===== src/rtl/cpu_types_pkg.sv =====
// cpu_types_pkg: shared CPU types for hazard detection and the scoreboard.
package cpu_types_pkg;
  typedef logic [4:0] regbits_t;
  typedef enum logic [1:0] {RUN, MEMWAIT, REDIRECT} hazard_state_t;
  typedef struct packed {
    logic     valid;
    regbits_t dest;
    logic     is_load;
  } sb_entry_t;
  // Register 0 is hardwired, so it never creates a dependency.
  function automatic logic sb_hit(input regbits_t src, input logic used, input sb_entry_t e);
    return used && src != '0 && e.valid && e.dest == src;
  endfunction
endpackage


===== src/rtl/hazard_sb_pipe.sv =====
// hazard_sb_pipe: in-flight destination shift register, entry 0 = EX.
module hazard_sb_pipe
  import cpu_types_pkg::*;
#(
  parameter int DEPTH = 3
) (
  input  logic      CLK,
  input  logic      nRST,
  input  logic      shift,
  input  logic      clear,
  input  sb_entry_t in_entry,
  output sb_entry_t entries [DEPTH]
);
  sb_entry_t entries_q [DEPTH];
  always_ff @(posedge CLK or negedge nRST) begin
    if (!nRST) begin
      for (int i = 0; i < DEPTH; i++) entries_q[i] <= '0;
    end else if (clear) begin
      for (int i = 0; i < DEPTH; i++) entries_q[i] <= '0;
    end else if (shift) begin
      entries_q[0] <= in_entry;
      for (int i = 1; i < DEPTH; i++) entries_q[i] <= entries_q[i-1];
    end
  end
  assign entries = entries_q;
endmodule


===== src/rtl/hazard_scoreboard.sv =====
// hazard_scoreboard: RAW/branch hazard detection, memory-wait freeze and redirect flush control.
module hazard_scoreboard
  import cpu_types_pkg::*;
#(
  parameter int DEPTH  = 3,
  parameter bit FWD_EN = 1'b1,
  parameter int CNT_W  = 32
) (
  input  logic             CLK,
  input  logic             nRST,
  input  logic             dec_valid,
  input  regbits_t         dec_rs,
  input  regbits_t         dec_rt,
  input  logic             dec_uses_rs,
  input  logic             dec_uses_rt,
  input  logic             dec_is_branch,
  input  logic             dec_wen,
  input  regbits_t         dec_dest,
  input  logic             dec_is_load,
  input  logic             ex_branch_taken,
  input  logic             dmem_req,
  input  logic             dmem_ready,
  output logic             pc_en,
  output logic             fd_en,
  output logic             fd_flush,
  output logic             dx_flush,
  output logic             xm_en,
  output logic             mw_en,
  output logic [CNT_W-1:0] stall_cnt
);
  // WB writes in the first half of the cycle, so only stages before it matter without forwarding.
  localparam logic [DEPTH-1:0] PRE_WB = {1'b0, {(DEPTH-1){1'b1}}};
  hazard_state_t    state_q;
  sb_entry_t        ent [DEPTH];
  sb_entry_t        in_e;
  logic [DEPTH-1:0] m;
  logic             fwd_raw, raw_stall, freeze, redirect, stall;
  logic [CNT_W-1:0] stall_cnt_q;
  always_comb begin
    for (int i = 0; i < DEPTH; i++)
      m[i] = sb_hit(dec_rs, dec_uses_rs, ent[i]) | sb_hit(dec_rt, dec_uses_rt, ent[i]);
  end
  // Branches resolve in decode, so they need results one stage earlier than ALU ops.
  assign fwd_raw   = (m[0] & ent[0].is_load) | (dec_is_branch & (m[0] | (m[1] & ent[1].is_load)));
  assign raw_stall = dec_valid & (FWD_EN ? fwd_raw : |(m & PRE_WB));
  assign freeze    = (state_q == MEMWAIT) ? ~dmem_ready : (state_q == RUN) & dmem_req & ~dmem_ready;
  assign redirect  = ~freeze & (state_q != REDIRECT) & ex_branch_taken;
  assign stall     = ~freeze & ~redirect & raw_stall;
  assign pc_en     = ~freeze & ~stall;
  assign fd_en     = ~freeze & ~stall;
  assign fd_flush  = redirect;
  assign dx_flush  = redirect | stall;
  assign xm_en     = ~freeze;
  assign mw_en     = ~freeze;
  assign stall_cnt = stall_cnt_q;
  assign in_e      = '{valid: dec_valid & dec_wen & ~dx_flush, dest: dec_dest, is_load: dec_is_load};
  hazard_sb_pipe #(.DEPTH(DEPTH)) u_pipe (
    .CLK      (CLK),
    .nRST     (nRST),
    .shift    (~freeze),
    .clear    (state_q == REDIRECT),
    .in_entry (in_e),
    .entries  (ent)
  );
  always_ff @(posedge CLK or negedge nRST) begin
    if (!nRST) begin
      state_q     <= RUN;
      stall_cnt_q <= '0;
    end else begin
      state_q <= freeze ? MEMWAIT : redirect ? REDIRECT : RUN;
      if (!fd_en && !(&stall_cnt_q)) stall_cnt_q <= stall_cnt_q + CNT_W'(1);
    end
  end
endmodule


===== config.mk =====
export PLATFORM = sky130hd
export DESIGN_NAME = hazard_scoreboard
export DESIGN_NICKNAME = d
export VERILOG_FILES = /design/src/rtl/cpu_types_pkg.sv /design/src/rtl/hazard_sb_pipe.sv /design/src/rtl/hazard_scoreboard.sv
export SDC_FILE = /design/constraint.sdc
export NUM_CORES = 1
export LEC_CHECK = 0
export CORE_ASPECT_RATIO = 1.25
export CORE_MARGIN = 10
export CORE_UTILIZATION = 40
export CTS_BUF_LIST = sky130_fd_sc_hd__clkbuf_8
export CTS_CLUSTER_DIAMETER = 150
export DETAILED_ROUTE_END_ITERATION = 8
export PLACE_DENSITY = 0.68
export REMOVE_ABC_BUFFERS = 1
export SLEW_MARGIN = 15
export SYNTH_ARGS = -nofsm -noshare
export SYNTH_HDL_FRONTEND = slang
export SYNTH_SLANG_ARGS = --single-unit

===== constraint.sdc =====
create_clock -name CLK -period 5.75 [get_ports CLK]
set_clock_uncertainty 0.15 [all_clocks]
set_input_delay 0.575 -clock CLK [delete_from_list [all_inputs] [get_ports CLK]]
set_output_delay 0.575 -clock CLK [all_outputs]
set_load 0.02 [all_outputs]

**Word-level counts from Yosys, hierarchy flattened**

Index checks and enable logic that the tools add are counted.

- Register bits after elaboration: 48
- Latch bits: 0
- Bits in writable memories: 0
- ROM bits: 0
- Output and inout bits: 38
- Memories kept: 0

- $add $sub $neg: 1
- Multiply operators: 0
- Div/mod/pow operators: 0
- Order comparisons: 0
- Eq/ne operators: 8
- Shifts and indexed selects: 0
- Mux-type cells: 5
- Bitwise gates (word level): 23
- Reductions and logical operators: 17

Operators by type and width:

| kind | count |
|---|---|
| $mux W21 | 2 |
| $add A32 B1 Y32 const B | 1 |
| $reduce_and A32 Y1 | 1 |
| $eq A5 B5 Y1 | 4 |
| $and A1 B1 Y1 | 13 |
| $logic_and A1 B1 Y1 | 11 |
| $reduce_bool A5 Y1 | 2 |
| $not A1 Y1 | 5 |
| $or A1 B1 Y1 | 5 |
| $mux W2 | 2 |
| $eq A2 B1 Y1 const B | 1 |
| $eq A2 B2 Y1 const B | 1 |
| $logic_not A1 Y1 | 2 |
| $logic_not A2 Y1 | 1 |
| $ne A2 B1 Y1 const B | 1 |
| $ne A2 B2 Y1 const B | 1 |
| $mux W1 | 1 |

**Depth between registers and ports, before layout**

- Word-level depth: 16
- Gate-level depth with buffers: 10
- Gate-level depth less buffers: 8

**By module**

Synthesis repeated with hierarchy kept, for this count alone.

- Cell total of the unflattened synthesis: 276
- Area, all modules: 2916.5 sq um

By module, submodules not included:

| module | times used | cells each | area an instance (sq um) | sequential area each (sq um) |
|---|---|---|---|---|
| hazard_scoreboard | 1 | 208 | 2059.5 | 850.8 |
| hazard_sb_pipe | 1 | 68 | 857.1 | 525.5 |

**Worst setup path before layout**

OpenSTA, ideal clock, no wires.

- Path kind: input to output
- From: in dmem_req
- To: out pc_en
- Arrival time: 2.058 ns
- Data required time: 5.025 ns
- Path slack: 2.967 ns
- Stages on the path: 6
- Buffers on the path: 2
- Cell sequence: nor2_1 -> or3_1 -> clkinv_1 -> clkbuf_1 -> a21oi_1 -> buf_4

- Longest elaborated chain between the ends: 11

Ends and longest elaborated chain:

| element | RTL line | source |
|---|---|---|
| from (decl) | hazard_scoreboard.sv:21 | `input logic dmem_req,` |
| $and A1 B1 Y1 (*) (2 in a row) | hazard_scoreboard.sv:46 | `assign freeze = (state_q == MEMWAIT) ? ~dmem_ready : (state_q == RUN) & dmem_req & ~dmem_ready;` |
| $mux W1 (*) | hazard_scoreboard.sv:46 |  |
| $not A1 Y1 (*) | n/a |  |
| via mw_en | hazard_scoreboard.sv:28 | `output logic mw_en,` |
| $and A1 B1 Y1 (2 in a row) | hazard_scoreboard.sv:47 | `assign redirect = ~freeze & (state_q != REDIRECT) & ex_branch_taken;` |
| $not A1 Y1 | hazard_scoreboard.sv:48 | `assign stall = ~freeze & ~redirect & raw_stall;` |
| $and A1 B1 Y1 (2 in a row) | hazard_scoreboard.sv:48 |  |
| $not A1 Y1 | hazard_scoreboard.sv:49 | `assign pc_en = ~freeze & ~stall;` |
| $and A1 B1 Y1 (*) | hazard_scoreboard.sv:49 |  |
| to (decl) | hazard_scoreboard.sv:23 | `output logic pc_en,` |

Mark *: on every way through the listed nets, which the timed path passes. The rest lies on a longest branch.

**Final worst setup path**

- From: in dec_rs[2]
- To: out dx_flush

- Longest elaborated chain between the ends: 12

Ends and longest elaborated chain:

| element | RTL line | source |
|---|---|---|
| from (decl) | hazard_scoreboard.sv:12 | `input regbits_t dec_rs,` |
| $reduce_bool A5 Y1 | n/a |  |
| $logic_and A1 B1 Y1 | n/a |  |
| $logic_and A1 B1 Y1 (2 in a row) | cpu_types_pkg.sv:12 | `return used && src != '0 && e.valid && e.dest == src;` |
| $or A1 B1 Y1 | hazard_scoreboard.sv:41 | `m[i] = sb_hit(dec_rs, dec_uses_rs, ent[i]) \| sb_hit(dec_rt, dec_uses_rt, ent[i]);` |
| $and A1 B1 Y1 | hazard_scoreboard.sv:44 | `assign fwd_raw = (m[0] & ent[0].is_load) \| (dec_is_branch & (m[0] \| (m[1] & ent[1].is_load)));` |
| $or A1 B1 Y1 | hazard_scoreboard.sv:44 |  |
| $and A1 B1 Y1 | hazard_scoreboard.sv:44 |  |
| $or A1 B1 Y1 (*) | hazard_scoreboard.sv:44 |  |
| $and A1 B1 Y1 (*) | hazard_scoreboard.sv:45 | `assign raw_stall = dec_valid & (FWD_EN ? fwd_raw : \|(m & PRE_WB));` |
| $and A1 B1 Y1 (*) | hazard_scoreboard.sv:48 |  |
| $or A1 B1 Y1 (*) | hazard_scoreboard.sv:52 | `assign dx_flush = redirect \| stall;` |
| to (decl) | hazard_scoreboard.sv:26 | `output logic dx_flush,` |

Mark *: on every way between the ends. The rest lies on a longest branch, timed or not.

==> impl_metrics.tcl <==
set metrics [dict create \
    outcome "finished clean" \
    grt_pass1_wl_um 9722 \
    cp.required_ns 5.03 \
    min_path_type "in -> async" \
    via_per_inst 5.064 \
    power_density_nw_per_um2 234.6 \
    die_w_um 89.59 \
    synth_top_area_cell "dfrtp_1" \
    regToRegEndpoint "stall_cnt[13]" \
    drv_cap 0 \
    tightest_slew_ns 1.007 \
    antenna_found_initial 0 \
    cts_tree "yes" \
    synth_flop_cell "dfrtp_1" \
    crit_path_end "dx_flush" \
    num_io_pins 64 \
    die_h_um 107.0 \
    ys_seq_area_frac 0.4961 \
    drive_gt1_frac 0.03754 \
    cts-resized-gates 0 \
    drtIter0Drc 30 \
    core-area_um2 5857 \
    ys_ff_latch 48 \
    gp_congestion 0.8432 \
    timing.rr.start "stall_cnt[0]" \
    ir_drop_mv 0.1985 \
    cts_hold_buf 0 \
    cts_sinks 48 \
    clk_latency_ns 0.29 \
    clk_pin_slew_ns 0.08 \
    period_needed_ns 3.581 \
    endpoint_kind "output port" \
    final_max_slew_viol_count 0 \
    synth_cells 231 \
    synth-async-reset-ratio 1.000 \
    post_cts.repair.setup_buffers 0 \
    grt-ovfl-total 0 \
    rsz0062_at_grt "false" \
    cts_buffers 5 \
    worstSetupPathType "in -> out" \
    synth_top_area_share 0.4961 \
    hold_viol_final 0 \
    p_leak_uw 0.001425 \
    cp_max_fo 3 \
    slew_headroom 0.3283 \
    drc 0 \
    initial_utilization 0.4134 \
    synth.most_common_cell "dfrtp_1" \
    synth_common_cells "dfrtp_1 (48), xor2_1 (37), nor2_1 (19)" \
    cp_data_arrival_time_ns 2.86 \
    holdWs_ns 0.01514 \
    diodes 0 \
    area_delta_synth_final_pct 31.52 \
    die-area_um2 9584 \
    num_vias 1899 \
    fin_crit_sh 0.6229 \
    synth_edf_count 0 \
    fmax_mhz 279.2 \
    wl_per_cell_um 15.90 \
    clockRootBuffer "clkbuf_8" \
    drt-total-wl_um 5963 \
    syn_avg_cell_area_um2 10.48 \
    ant_nets 0 \
    start_kind "input pin" \
    ff2ff_path_depth 9 \
    drtPass1Iterations 5 \
    numPortBuffers 63 \
    std_cell_rows 31 \
    yosysWarnings 0 \
    yosysUniqueCellTypes 36 \
    grt_pass1_vias 1974 \
    synth_area_um2 2421 \
    fin_setup_tns_ns 0 \
    finalSetupViolCount 0 \
    num-nets-final 322 \
    cts_max_path_buffers 2 \
    grt_max_degree 49 \
    ys_top_cells_by_area "dfrtp_1 (50%), xor2_1 (13%), xnor2_1 (5.1%)" \
    grt_use_total 0.1271 \
    r2r_setup_slack_ns 2.76 \
    cts_max_level 2 \
    startpoint "dec_rs[2]" \
    hpwl_um 4440 \
]
==> cells in the final DEF, fill, tap and decap left out, types with 2 or more instances in the layout <==
cell	instances
clkbuf_8	5
nand2b_1	2
dfrtp_1	48
o21ai_0	3
inv_1	7
and2_1	3
a21oi_1	2
clkdlybuf4s50_1	62
nand3_1	10
xnor2_1	14
nor4_1	10
a22o_1	13
nor2_1	19
and3_1	2
xor2_1	37
nand2_1	16
nand4_1	5
or4_1	3
nor3_1	10
or3_1	5
==> per-stage QoR <==
stage | instances | cell area [um^2] | utilization | setup WS, ns | power [uW]
final | 375 | 3184 | 0.5437 | 2.169 | 747.1
after global routing | 375 | 3184 | 0.5437 | 2.028 | 789.5
after floorplan | 223 | 2360 | - | 2.808 | 487.4
after detailed placement | 369 | 3095 | 0.5285 | 2.185 | 572.7
after CTS | 374 | 3164 | 0.5403 | 2.176 | 753.0
after global placement | 369 | 3095 | 0.5285 | 2.231 | 571.7
==> registers in the layout, indices dropped and copies added (netlist names) <==
signal and count:
u_pipe.entries 14, state_q 2, stall_cnt 32
==> how the worst min path moves through the flow <==
stage | cells after the start | slack [ns] | to
2_1_floorplan | 0 | 0.13 | stall_cnt[0]
3_3_place_gp | 1 | 0.32 | stall_cnt[14]
3_5_place_dp | 1 | 0.33 | stall_cnt[11]
4_1_cts | 1 | 0.34 | stall_cnt[11]
5_1_grt | 1 | 0.02 | stall_cnt[13]
6_report | 1 | 0.02 | stall_cnt[10]
==> worst max-delay path, cell delays in order <==
cell and delay (ns):
clkdlybuf4s50_1 0.46, xor2_1 0.18, nor4_1 0.25, o2bb2a_1 0.24, o22ai_1 0.30, nand3_1 0.16
nand2b_1 0.09, clkdlybuf4s50_1 0.60
==> layer usage <==
layer  wire, um  vias to the layer above  global-route usage
li1           -                      931                   -
met1       2533                      904              0.1513
met2       2732                       58              0.1985
met3        626                        6             0.05909
met4         70                        0             0.03759
met5          0                        -                   0
==> cells by family (layout without fill, tap and decap cells) <==
group           Yosys count  count (layout)  share of synthesized area
mux                       1               1                   0.004651
xor+xnor                 51              51                     0.1845
buf+inv                  16              78                    0.03772
simple gates             89              89                     0.1892
compound gates           25              25                    0.08269
fa+ha+maj                 1               1                   0.005167
flops                    48              48                     0.4961
==> where the power goes <==
part / internal, uW / leakage (uW) / switching, uW
Sequential: 365 / 0.000614 / 34.8
Combinational: 84.6 / 0.000775 / 81.2
Clock: 78.6 / 0.0000359 / 102
Total: 529 / 0.00143 / 219
==> cell type report <==
| class | instances | area [um^2] |
|---|---|---|
| Inverter | 8 | 30.03 |
| Multi-Input combinational cell | 167 | 1129 |
| Sequential cell | 48 | 1201 |
| Clock buffer | 5 | 68.82 |
| Timing Repair Buffer | 65 | 653.1 |
| Tap cell | 82 | 102.6 |
| Fill cell | 563 | 2673 |
(Power assumes the default switching activity.)
